### config.mk
export PLATFORM = sky130hd
export DESIGN_NAME = bullet_pool
export DESIGN_NICKNAME = d
export VERILOG_FILES = /design/src/rtl/bullet_pool.sv
export SDC_FILE = /design/constraint.sdc
export NUM_CORES = 1
export LEC_CHECK = 0
export ABC_AREA = 0
export CAP_MARGIN = 20
export CORE_UTILIZATION = 51
export CTS_CLUSTER_DIAMETER = 120
export DETAILED_ROUTE_END_ITERATION = 8
export PLACE_DENSITY = 0.78
export SLEW_MARGIN = 20
export SYNTH_ARGS = -nofsm -noshare
export SYNTH_HDL_FRONTEND = slang
export SYNTH_SLANG_ARGS = --single-unit
### constraint.sdc
create_clock -name frame_clk -period 4.95 [get_ports frame_clk]
set_input_delay 0.495 -clock frame_clk [delete_from_list [all_inputs] [get_ports frame_clk]]
set_output_delay 0.495 -clock frame_clk [all_outputs]
set_load 0.02 [all_outputs]
### src/rtl/bullet_pool.sv
// Pool of NUM_BULLETS independent projectile slots for the player sprite.
// Each slot latches its direction at launch, flies SPEED px/frame and retires on an edge or hit.
module bullet_pool #(
    parameter int NUM_BULLETS = 4,
    parameter int X_W         = 10,
    parameter int SPEED       = 16,
    parameter int X_MIN       = 0,
    parameter int X_MAX       = 637,
    parameter int OFFSET_X    = 15,
    parameter int OFFSET_Y    = 15,
    parameter int COOLDOWN    = 8
) (
    input  logic                       frame_clk,
    input  logic                       Reset_n,
    input  logic                       fire,
    input  logic                       m_isright,
    input  logic                       m_isleft,
    input  logic [X_W-1:0]             player_x,
    input  logic [X_W-1:0]             player_y,
    input  logic [NUM_BULLETS-1:0]     hit,
    output logic [NUM_BULLETS*X_W-1:0] bullet_x,
    output logic [NUM_BULLETS*X_W-1:0] bullet_y,
    output logic [NUM_BULLETS-1:0]     bullet_active,
    output logic                       fire_ack,
    output logic                       pool_full
);

    localparam int IDX_W = (NUM_BULLETS > 1) ? $clog2(NUM_BULLETS) : 1;
    localparam int CD_W  = $clog2(COOLDOWN + 1);
    localparam logic [X_W:0]   RIGHT_LIM = (X_W+1)'(X_MAX);
    localparam logic [X_W:0]   LEFT_LIM  = (X_W+1)'(X_MIN + SPEED);
    localparam logic [X_W:0]   STEP_EXT  = (X_W+1)'(SPEED);
    localparam logic [X_W-1:0] STEP      = X_W'(SPEED);

    typedef enum logic {
        IDLE = 1'b0,
        FLY  = 1'b1
    } slot_state_e;

    slot_state_e            state_r     [NUM_BULLETS];
    slot_state_e            state_nxt_s [NUM_BULLETS];
    logic [X_W-1:0]         x_r         [NUM_BULLETS];
    logic [X_W-1:0]         x_nxt_s     [NUM_BULLETS];
    logic [X_W-1:0]         y_r         [NUM_BULLETS];
    logic [X_W-1:0]         y_nxt_s     [NUM_BULLETS];
    logic [NUM_BULLETS-1:0] dir_r;
    logic [NUM_BULLETS-1:0] dir_nxt_s;
    logic [NUM_BULLETS-1:0] active_s;
    logic [NUM_BULLETS-1:0] retire_s;
    logic [CD_W-1:0]        cd_r;
    logic [CD_W-1:0]        cd_nxt_s;
    logic [IDX_W-1:0]       free_idx_s;
    logic                   launch_s;
    logic                   fire_ack_r;
    logic [X_W-1:0]         spawn_x_s;
    logic [X_W-1:0]         spawn_y_s;

    assign spawn_x_s     = player_x + X_W'(OFFSET_X);
    assign spawn_y_s     = player_y + X_W'(OFFSET_Y);
    assign bullet_active = active_s;
    assign pool_full     = &active_s;
    assign fire_ack      = fire_ack_r;
    assign launch_s      = fire & (cd_r == {CD_W{1'b0}}) & ~(&active_s) & (m_isright | m_isleft);

    // Unpack slot registers onto the flat buses; edge tests widened so x never wraps.
    always_comb begin
        bullet_x = '0;
        bullet_y = '0;
        active_s = '0;
        retire_s = '0;
        for (int i = 0; i < NUM_BULLETS; i++) begin
            bullet_x[i*X_W +: X_W] = x_r[i];
            bullet_y[i*X_W +: X_W] = y_r[i];
            active_s[i]            = (state_r[i] == FLY);
            retire_s[i]            = dir_r[i] ? (({1'b0, x_r[i]} + STEP_EXT) > RIGHT_LIM)
                                              : ({1'b0, x_r[i]} < LEFT_LIM);
        end
    end

    // Lowest-index idle slot, taken from the pre-edge active vector.
    always_comb begin
        free_idx_s = '0;
        for (int i = NUM_BULLETS - 1; i >= 0; i--) begin
            free_idx_s = active_s[i] ? free_idx_s : IDX_W'(i);
        end
    end

    // Per-slot next state: idle slots park at spawn, flying slots move, hit or edge retires.
    always_comb begin
        for (int i = 0; i < NUM_BULLETS; i++) begin
            state_nxt_s[i] = state_r[i];
            dir_nxt_s[i]   = dir_r[i];
            x_nxt_s[i]     = x_r[i];
            y_nxt_s[i]     = y_r[i];
            case (state_r[i])
                FLY: begin
                    if (hit[i] || retire_s[i]) begin
                        state_nxt_s[i] = IDLE;
                        x_nxt_s[i]     = spawn_x_s;
                        y_nxt_s[i]     = spawn_y_s;
                    end else if (dir_r[i]) begin
                        x_nxt_s[i] = x_r[i] + STEP;
                    end else begin
                        x_nxt_s[i] = x_r[i] - STEP;
                    end
                end
                IDLE: begin
                    x_nxt_s[i] = spawn_x_s;
                    y_nxt_s[i] = spawn_y_s;
                    if (launch_s && (free_idx_s == IDX_W'(i))) begin
                        state_nxt_s[i] = FLY;
                        dir_nxt_s[i]   = m_isright;
                    end else begin
                        state_nxt_s[i] = IDLE;
                    end
                end
                default: begin
                    state_nxt_s[i] = IDLE;
                    x_nxt_s[i]     = spawn_x_s;
                    y_nxt_s[i]     = spawn_y_s;
                end
            endcase
        end
    end

    // Cooldown loads on launch and otherwise counts down to zero.
    always_comb begin
        cd_nxt_s = cd_r;
        if (launch_s) begin
            cd_nxt_s = CD_W'(COOLDOWN - 1);
        end else if (cd_r != {CD_W{1'b0}}) begin
            cd_nxt_s = cd_r - CD_W'(1);
        end else begin
            cd_nxt_s = cd_r;
        end
    end

    // State register; reset kills every bullet immediately.
    always_ff @(posedge frame_clk or negedge Reset_n) begin
        if (!Reset_n) begin
            for (int i = 0; i < NUM_BULLETS; i++) begin
                state_r[i] <= IDLE;
                x_r[i]     <= '0;
                y_r[i]     <= '0;
            end
            dir_r      <= '1;
            cd_r       <= '0;
            fire_ack_r <= 1'b0;
        end else begin
            for (int i = 0; i < NUM_BULLETS; i++) begin
                state_r[i] <= state_nxt_s[i];
                x_r[i]     <= x_nxt_s[i];
                y_r[i]     <= y_nxt_s[i];
            end
            dir_r      <= dir_nxt_s;
            cd_r       <= cd_nxt_s;
            fire_ack_r <= launch_s;
        end
    end

endmodule

==> metrics.md, run 1 <==
| Metric | Value |
|---|---|
| Outcome | `complete, no violations` |
| DRT Wirelength | `15.0 mm` |
| Cell Pwr Density | `347 nW/um^2` |
| Sw Pwr | `0.946 mW` |
| CP endpoint kind | `register` |
| Buffers on Ports | `114` |
| Vias | `4,842` |
| NumNets Final | `693` |
| Mapped Area | `5700 sq um` |
| Clk sinks | `93` |
| Setup Viol. Count Final | `0` |
| Cts repair resizes | `0` |
| Avg Vias per Cell | `6.11` |
| Final worst-path cycle share | `60.2%` |
| Post-synthesis sequential area ratio | `40.9%` |
| FF-to-FF path depth | `8` |
| # Post-CTS Setup Buffers | `0` |
| H-tree depth | `3` |
| Clock-pin slew on the worst setup and hold paths | `0.11 ns` |
| Overall power | `2.45 mW` |
| Clock Path Buffers | `2` |
| Leak | `2.91 nW` |
| Ratio of cells with drive above 1 in the final layout | `12.4%` |
| GR Util met3 | `5.75%` |
| Fillers | `892` |
| Arr. time, crit path | `3.23 ns` |
| Slew of the pin with the lowest slew margin | `1.06 ns` |
| Max Clock Skew | `0.0153 ns` |
| GP Congestion | `0.932` |
| Overflow after GRT | `0` |
| Die area | `11,600 sq um` |
| Largest net degree at the start of global routing | `68` |
| Drt first-iter violations | `359` |
| Clock share of power | `21.7%` |
| Combinational power share | `34.8%` |
| Residual DRC | `0` |
| Flop pwr share | `43.5%` |
| Async SR Flop Fraction | `100%` |
| Met1 Resource Use GR | `35.0%` |
| Post-route cell area | `7070 sq um` |
| Max Fclk | `0.336 GHz` |
| Worst setup margin | `1.97 ns` |
| Yosys reg bits | `93` |
| Layout Utilization | `64.9%` |
| WL/cell | `18.9 um` |
| Vias in the first global route | `4,846` |
| Total GRT Usage | `26.9%` |
| Initial antenna violation count | `0` |
| Post-CTS Hold Buffers | `0` |
| Sw frac | `38.6%` |
| CP required | `5.20 ns` |
| Number of diodes | `0` |
| Place WS | `1.80 ns` |
| # rows | `38` |
| Worst relative slew slack | `28.9%` |
| Cells after Synth | `557` |
| Area Growth Syn to Fin | `24.0%` |
| Antenna-violating nets left | `0` |
| Period minus WS final | `2.98 ns` |
| Post-DP HPWL | `10.7 mm` |
| RSZ-0062 raised after global routing | `no` |
| Ys flop type | `dfrtp_1` |
| Critical path type | `reg2reg` |
| Ys Warns | `0` |
| Syn_nets | `602` |
| Startpoint types | `register` |
| Peak supply drop | `0.176 mV` |
| Num CTS Buffers | `9` |
| I/O pin total | `115` |
| First-pass GRT wire length | `24.3 mm` |
| Cell Count, Final, Fillers Out | `793` |
| Hold slack | `0.0212 ns` |
| Number of max-cap violations | `0` |
| TritonCTS clock tree | `done` |
| Hold Crit Class | `in2async` |
| Met2 Resource Use GR | `42.9%` |
| CTS root buf | `clkbuf_8` |
| Die Ht | `108 um` |
| Post-synthesis cell type count | `68` |
| DP Area | `6870 sq um` |
| Int Power | `1.51 mW` |
| Top Usage Layer GRT | `met2` |
| Worst Path Max Fanout | `12` |
| Post-synth EDFFs | `0` |
| Setup TNS | `0 ns` |
| Die Span X | `108 um` |
| First-pass DRT Iterations | `5` |
| Initial Util | `52.4%` |
| FF/Latch Area | `2330 sq um` |
| Multi-input gate area in the final layout | `3070 sq um` |
| DP Cell Count | `777` |
| Clk_lat worst skew | `0.36 ns` |
| Final Max Slew Viols | `0` |
| Core area | `10,900 sq um` |
| Final hold vios | `0` |
| Synthesized area per cell | `10.2 sq um` |
[path summary, 6_finish.rpt]
| kind | slack (ns) | from | to |
|---|---|---|---|
| min in group frame_clk | 0.51 | bullet_y[20]$_DFFE_PN0P_ | bullet_y[20]$_DFFE_PN0P_ |
| max in group asynchronous | 3.74 | Reset_n | bullet_x[39]$_DFF_PN0_ |
| max reg2reg | 1.97 | bullet_x[24]$_DFF_PN0_ | bullet_y[28]$_DFFE_PN0P_ |
| max | 1.97 | bullet_x[24]$_DFF_PN0_ | bullet_y[28]$_DFFE_PN0P_ |
| min reg2reg | 0.51 | bullet_y[20]$_DFFE_PN0P_ | bullet_y[20]$_DFFE_PN0P_ |
| min | 0.02 | Reset_n | cd_r[3]$_DFFE_PN0P_ |
[sequential cells by signal (all words and copies together), names as in the netlist]
signal         flops
bullet_active      4
bullet_x          40
bullet_y          40
cd_r               4
dir_r              4
fire_ack           1
[cells in the final DEF, fill, tap and decap left out, types with 14 or more instances in the layout]
| cell | n |
|---|---|
| clkdlybuf4s50_1 | 113 |
| dfrtp_1 | 89 |
| mux2_2 | 37 |
| inv_1 | 33 |
| xnor2_1 | 28 |
| nand2_1 | 27 |
| mux2i_1 | 25 |
| nand3_1 | 21 |
| nor2_1 | 17 |
| nor3_1 | 16 |
| ha_1 | 16 |
| o21ai_0 | 14 |
| xor2_1 | 14 |
[logic make-up (layout without fill, tap and decap cells)]
family / after synthesis / after routing / synth area share [%]
flip-flops: 93 / 93 / 40.9
XOR/XNOR: 42 / 42 / 6.45
adder cells (fa/ha/maj): 16 / 16 / 3.51
multiplexers: 65 / 65 / 12.5
AND/OR/NAND/NOR: 167 / 167 / 16.7
AO/OA/AOI/OAI: 103 / 103 / 14.3
buffers and inverters: 71 / 167 / 5.60
[power groups by stage]
| stage | Sequential (mW) | Combinational [mW] | Clock (mW) |
|---|---|---|---|
| detailed placement | 1.08 | 0.847 | 0 |
| finish | 1.07 | 0.854 | 0.532 |
| global placement | 1.07 | 0.821 | 0 |
| CTS | 1.06 | 0.853 | 0.539 |
| global route | 1.09 | 0.925 | 0.575 |
| floorplan | 1.08 | 0.480 | 0 |
[synthesized netlist by cell type (5+ instances only)]
cell type	number	share of area, %
a211oi_1	6	0.79
a21oi_1	6	0.53
a311oi_1	11	1.7
a31oi_1	10	1.1
and3_1	7	0.77
buf_2	11	0.97
clkbuf_1	21	1.4
dfrtp_1	89	39
ha_1	16	3.5
inv_1	33	2.2
mux2_2	37	7.3
mux2i_1	25	4.4
nand2_1	27	1.8
nand2b_1	5	0.55
nand3_1	21	1.8
nand4_1	12	1.3
nor2_1	17	1.1
nor2b_1	7	0.77
nor3_1	16	1.4
nor3b_1	6	0.79
nor4_1	12	1.3
o211ai_1	6	0.79
o21ai_0	14	1.2
o311ai_0	5	0.77
o31ai_1	9	1.2
or3_1	12	1.3
xnor2_1	28	4.3
xor2_1	14	2.2
[worst max-delay path, stage by stage, from the launching register on]
cell	delay [ns]
dfrtp_1	0.50
inv_1	0.14
ha_1	0.17
or3b_1	0.41
o41ai_4	0.30
nor2_1	0.11
a21oi_2	0.53
buf_4	0.35
mux2_2	0.36
[layout make-up]
type | count | area share (%)
multi-input combinational | 393 | 43.4
timing repair buffer | 118 | 16.5
tap | 140 | 2.48
inverter | 33 | 1.75
clock inverter | 7 | 1.11
sequential | 93 | 33.0
clock buffer | 9 | 1.75
[layer usage]
| layer | wire, um | vias up |
|---|---|---|
| li1 | - | 2240 |
| met1 | 6330 | 2361 |
| met2 | 6920 | 203 |
| met3 | 1190 | 38 |
| met4 | 522 | 0 |
| met5 | 0 | - |
Power figures use the tool's default switching activity.
==> inputs of run 2 (changes only) <==
==> constraint.sdc (replaced) <==
create_clock -name frame_clk -period 3.1 [get_ports frame_clk]
set_input_delay 0.31 -clock frame_clk [delete_from_list [all_inputs] [get_ports frame_clk]]
set_output_delay 0.31 -clock frame_clk [all_outputs]
set_load 0.02 [all_outputs]
==> metrics.md, run 2 (synthesis results as in run 1) <==
| Metric | Value |
|---|---|
| First-pass DRT Iterations | `5` |
| Die area | `11,600 sq um` |
| Clock-pin slew on the worst setup and hold paths | `0.10 ns` |
| Vias | `4,858` |
| Startpoint types | `register` |
| CTS root buf | `clkbuf_8` |
| Largest net degree at the start of global routing | `49` |
| Clock share of power | `21.4%` |
| H-tree depth | `3` |
| Initial antenna violation count | `0` |
| Final hold vios | `0` |
| Combinational power share | `35.4%` |
| Critical path type | `reg2reg` |
| Initial Util | `52.4%` |
| Setup Viol. Count Final | `0` |
| Met2 Resource Use GR | `47.4%` |
| Peak supply drop | `0.298 mV` |
| Num CTS Buffers | `9` |
| Final Max Slew Viols | `0` |
| Hold slack | `0.480 ns` |
| Leak | `2.97 nW` |
| DRT Wirelength | `15.5 mm` |
| Buffers on Ports | `114` |
| Avg Vias per Cell | `6.03` |
| I/O pin total | `115` |
| Period minus WS final | `2.63 ns` |
| First-pass GRT wire length | `25.7 mm` |
| Overflow after GRT | `0` |
| RSZ-0062 raised after global routing | `no` |
| Flop pwr share | `43.3%` |
| Cell Count, Final, Fillers Out | `806` |
| Vias in the first global route | `4,960` |
| CP required | `3.36 ns` |
| Core area | `10,900 sq um` |
| Slew of the pin with the lowest slew margin | `0.816 ns` |
| Clock Path Buffers | `2` |
| Max Fclk | `0.380 GHz` |
| Critical Path Source | `bullet_x[14]$_DFF_PN0_` |
| CP endpoint kind | `register` |
| Max Clock Skew | `0.0121 ns` |
| TritonCTS clock tree | `done` |
| Int Power | `2.44 mW` |
| Sw Pwr | `1.50 mW` |
| Ratio of cells with drive above 1 in the final layout | `13.8%` |
| GR Util met3 | `7.57%` |
| Cell Pwr Density | `549 nW/um^2` |
| Clk sinks | `93` |
| Setup TNS | `0 ns` |
| Number of diodes | `0` |
| Area Growth Syn to Fin | `25.8%` |
| DP Cell Count | `789` |
| Commonest non-fill, non-tap cell in the layout | `clkdlybuf4s50_1` |
| NumNets Final | `706` |
| Post-DP HPWL | `11.1 mm` |
| Layout Utilization | `65.8%` |
| Worst relative slew slack | `45.4%` |
| Outcome | `complete, no violations` |
| WL/cell | `19.2 um` |
| Arr. time, crit path | `2.89 ns` |
| Top Usage Layer GRT | `met2` |
| # rows | `38` |
| Residual DRC | `0` |
| Most frequent cells in the layout | `clkdlybuf4s50_1, dfrtp_1, mux2_2, inv_1, xnor2_1` |
| Drt first-iter violations | `391` |
| Overall power | `3.94 mW` |
| Reg2Reg Setup Slack | `0.47 ns` |
| RR Startpoint | `bullet_x[14]$_DFF_PN0_` |
| # Post-CTS Setup Buffers | `0` |
| Die Ht | `108 um` |
| Sw frac | `38.0%` |
| GP Congestion | `0.921` |
| Total GRT Usage | `28.6%` |
| Die Span X | `108 um` |
| Clk_lat worst skew | `0.37 ns` |
| Worst Path Max Fanout | `19` |
| Met1 Resource Use GR | `36.8%` |
| Hold Crit Class | `in2async` |
| Number of max-cap violations | `0` |
| Final worst-path cycle share | `84.9%` |
| Antenna-violating nets left | `0` |
[run 2: cell count changes in the layout (fill, tap and decap cells not counted)]
cell and change:
buf_4 +12, clkbuf_1 +1, clkbuf_8 +1, clkinv_4 +2, clkinvlp_4 +1, dlygate4sd3_1 +1, inv_6 -5
[run 2: final cells by class]
| type | count | area, sq um |
|---|---|---|
| fillers | 886 | 3720 |
| multi-input cells | 393 | 3070 |
| flip-flops and latches | 93 | 2330 |
| repair buffers | 131 | 1270 |
| well taps | 140 | 175 |
| clock buffers | 11 | 141 |
| inverters | 33 | 124 |
| clock inverters | 5 | 60.1 |
[run 2: routing by layer]
layer / wire (um) / up-vias
met1: 6690 / 2408
met4: 312 / 0
li1: - / 2273
met3: 948 / 27
met2: 7510 / 150
met5: 0 / -
[run 2: critical path: stages (launching register included)]
cell and delay (ns):
dfrtp_1 0.51, inv_1 0.11, ha_1 0.21, nand2b_1 0.10
nor3_1 0.06, or4b_1 0.65, a21oi_4 0.17, buf_4 0.31
mux2_2 0.38
[run 2: worst paths after layout]
| kind | cells past startpoint | end |
|---|---|---|
| max reg2reg | 8 | bullet_y[15]$_DFFE_PN0P_ |
| min in group frame_clk | 1 | bullet_y[14]$_DFFE_PN0P_ |
| min | 2 | cd_r[3]$_DFFE_PN0P_ |
| min reg2reg | 1 | bullet_y[14]$_DFFE_PN0P_ |
| max | 8 | bullet_y[15]$_DFFE_PN0P_ |
| max in group asynchronous | 3 | dir_r[0]$_DFFE_PN1P_ |
[run 2: power groups by stage]
stage / combinational (mW) / sequential [mW] / clock [mW]
6_report: 1.39 / 1.70 / 0.841
4_1_cts: 1.40 / 1.70 / 0.854
5_1_grt: 1.53 / 1.74 / 0.908
3_3_place_gp: 1.35 / 1.70 / 0
3_5_place_dp: 1.39 / 1.72 / 0
2_1_floorplan: 0.767 / 1.73 / 0
[run 2: metrics by stage]
stage               worst slack (ns)  cell area [sq um]
finish                         0.468               7170
floorplan                      0.629               5700
global route                   0.314               7170
detailed placement             0.484               6960
global placement               0.544               6960
CTS                            0.472               7170
[run 2: timing repair]
item / CTS / global route
resized for setup: 0 / 0
hold buffers: 1 / 0
endpoints found under the setup margin: 0 / 0
hold endpoints to repair: 43 / 0
==> inputs of run 3 (changes only) <==
==> constraint.sdc (replaced) <==
create_clock -name frame_clk -period 2.69 [get_ports frame_clk]
set_input_delay 0.269 -clock frame_clk [delete_from_list [all_inputs] [get_ports frame_clk]]
set_output_delay 0.269 -clock frame_clk [all_outputs]
set_load 0.02 [all_outputs]
==> metrics.md, run 3 (synthesis results as in run 1) <==
| Metric | Value |
|---|---|
| Initial Util | `52.4%` |
| Drt first-iter violations | `334` |
| Worst Path Max Fanout | `13` |
| H-tree depth | `3` |
| Cell Pwr Density | `611 nW/um^2` |
| Final hold vios | `0` |
| Overflow after GRT | `0` |
| Slew of the pin with the lowest slew margin | `0.814 ns` |
| Outcome | `complete, no violations` |
| Vias | `4,965` |
| Commonest non-fill, non-tap cell in the layout | `clkdlybuf4s50_1` |
| Reg2Reg Setup Slack | `0.14 ns` |
| Most frequent cells in the layout | `clkdlybuf4s50_1, dfrtp_1, mux2_2, inv_1` |
| Buffers on Ports | `114` |
| Die area | `11,600 sq um` |
| Num CTS Buffers | `9` |
| Core area | `10,900 sq um` |
| Initial antenna violation count | `0` |
| Antenna-violating nets left | `0` |
| # rows | `38` |
| TritonCTS clock tree | `done` |
| NumNets Final | `720` |
| Place WS | `0.138 ns` |
| Die Span X | `108 um` |
| Number of max-cap violations | `0` |
| DP Cell Count | `801` |
| Arr. time, crit path | `2.81 ns` |
| Avg Vias per Cell | `6.05` |
| Startpoint types | `register` |
| Total GRT Usage | `27.3%` |
| Post-DP HPWL | `11.1 mm` |
| Max Fclk | `0.392 GHz` |
| Peak supply drop | `0.346 mV` |
| Final Max Slew Viols | `0` |
| Critical path capture point | `bullet_y[29]$_DFFE_PN0P_` |
| Clk_lat worst skew | `0.37 ns` |
| DP Area | `7090 sq um` |
| GP Congestion | `0.919` |
| First-pass DRT Iterations | `5` |
| Number of diodes | `0` |
| FF-to-FF path depth | `8` |
| RR Startpoint | `bullet_x[24]$_DFF_PN0_` |
| Worst relative slew slack | `45.2%` |
| Largest net degree at the start of global routing | `94` |
| Layout Utilization | `67.0%` |
| Die Ht | `108 um` |
| Clock-pin slew on the worst setup and hold paths | `0.10 ns` |
| Max Clock Skew | `0.0105 ns` |
| Cell Count, Final, Fillers Out | `820` |
| Hold slack | `0.453 ns` |
| CTS root buf | `clkbuf_8` |
| CP endpoint kind | `register` |
| CP required | `2.95 ns` |
| Clock Path Buffers | `2` |
| DRT Wirelength | `15.2 mm` |
| I/O pin total | `115` |
| Critical Path Source | `bullet_x[24]$_DFF_PN0_` |
| Final worst-path cycle share | `94.8%` |
| Hold Crit Class | `in2async` |
| Vias in the first global route | `4,926` |
| Setup Viol. Count Final | `0` |
| Period minus WS final | `2.55 ns` |
| Residual DRC | `0` |
| Worst setup margin | `0.139 ns` |
| Post-route cell area | `7290 sq um` |
| WL/cell | `18.5 um` |
| Ratio of cells with drive above 1 in the final layout | `15.7%` |
| Clk sinks | `93` |
| Critical path type | `reg2reg` |
| Worst r2r dst | `bullet_y[29]$_DFFE_PN0P_` |
| First-pass GRT wire length | `24.7 mm` |
| Leak | `3.04 nW` |
| Area Growth Syn to Fin | `27.9%` |
## run 3: changes by cell type in the layout (fill, tap and decap cells not counted)
| cell | delta |
|---|---|
| buf_4 | +11 |
| buf_12 | +3 |
| inv_6 | +2 |
| bufinv_16 | -1 |
| clkbuf_8 | -1 |
| o22ai_1 | -1 |
| o22ai_2 | +1 |
## run 3: metrics by stage
stage          setup TNS (ns)  power [mW]
3_5_place_dp                0        3.59
3_3_place_gp                0        3.53
6_report                    0        4.45
2_1_floorplan               0        2.88
5_1_grt              -0.00184        4.70
4_1_cts                     0        4.46
## run 3: layer usage
metal	wire (um)	vias up	global-route usage, %
met3	1040	25	5.93
met1	6540	2455	35.6
met5	0	-	0
met4	269	0	8.32
li1	-	2303	-
met2	7310	182	45.3
## run 3: layout make-up
type                            count  area [sq um]
Sequential cell                    93          2330
Clock inverter                      6          47.5
Inverter                           33           124
Tap cell                          140           175
Timing Repair Buffer              145          1410
Clock buffer                       10           128
Fill cell                         865          3600
Multi-Input combinational cell    393          3070
## run 3: worst min path at each step
stage / startpoint / to / slack [ns]
6_report: Reset_n / cd_r[3]$_DFFE_PN0P_ / 0.45
2_1_floorplan: Reset_n / bullet_active[0]$_DFF_PN0_ / -0.03
4_1_cts: Reset_n / cd_r[3]$_DFFE_PN0P_ / 0.50
3_5_place_dp: Reset_n / cd_r[3]$_DFFE_PN0P_ / 0.36
3_3_place_gp: Reset_n / fire_ack$_DFF_PN0_ / 0.35
5_1_grt: Reset_n / fire_ack$_DFF_PN0_ / 0.53
## run 3: repair_timing
action,4_1_cts,5_1_grt
endpoints found under the setup margin,0,6
gates resized for setup,0,1
endpoints found under the hold margin,89,0
setup buffers,0,2
hold buffers,1,0
## run 3: power breakdown
| group | switching (mW) | internal (mW) |
|---|---|---|
| Combinational | 0.916 | 0.757 |
| Clock | 0.524 | 0.345 |
| Sequential | 0.295 | 1.62 |
## run 3: critical path, stage by stage (launching register included)
cell and delay [ns]:
dfrtp_1 0.48, inv_1 0.13, ha_1 0.17, or3b_1 0.41
o41ai_4 0.31, nor2_1 0.11, a21oi_2 0.28, buf_12 0.19
mux2_2 0.35
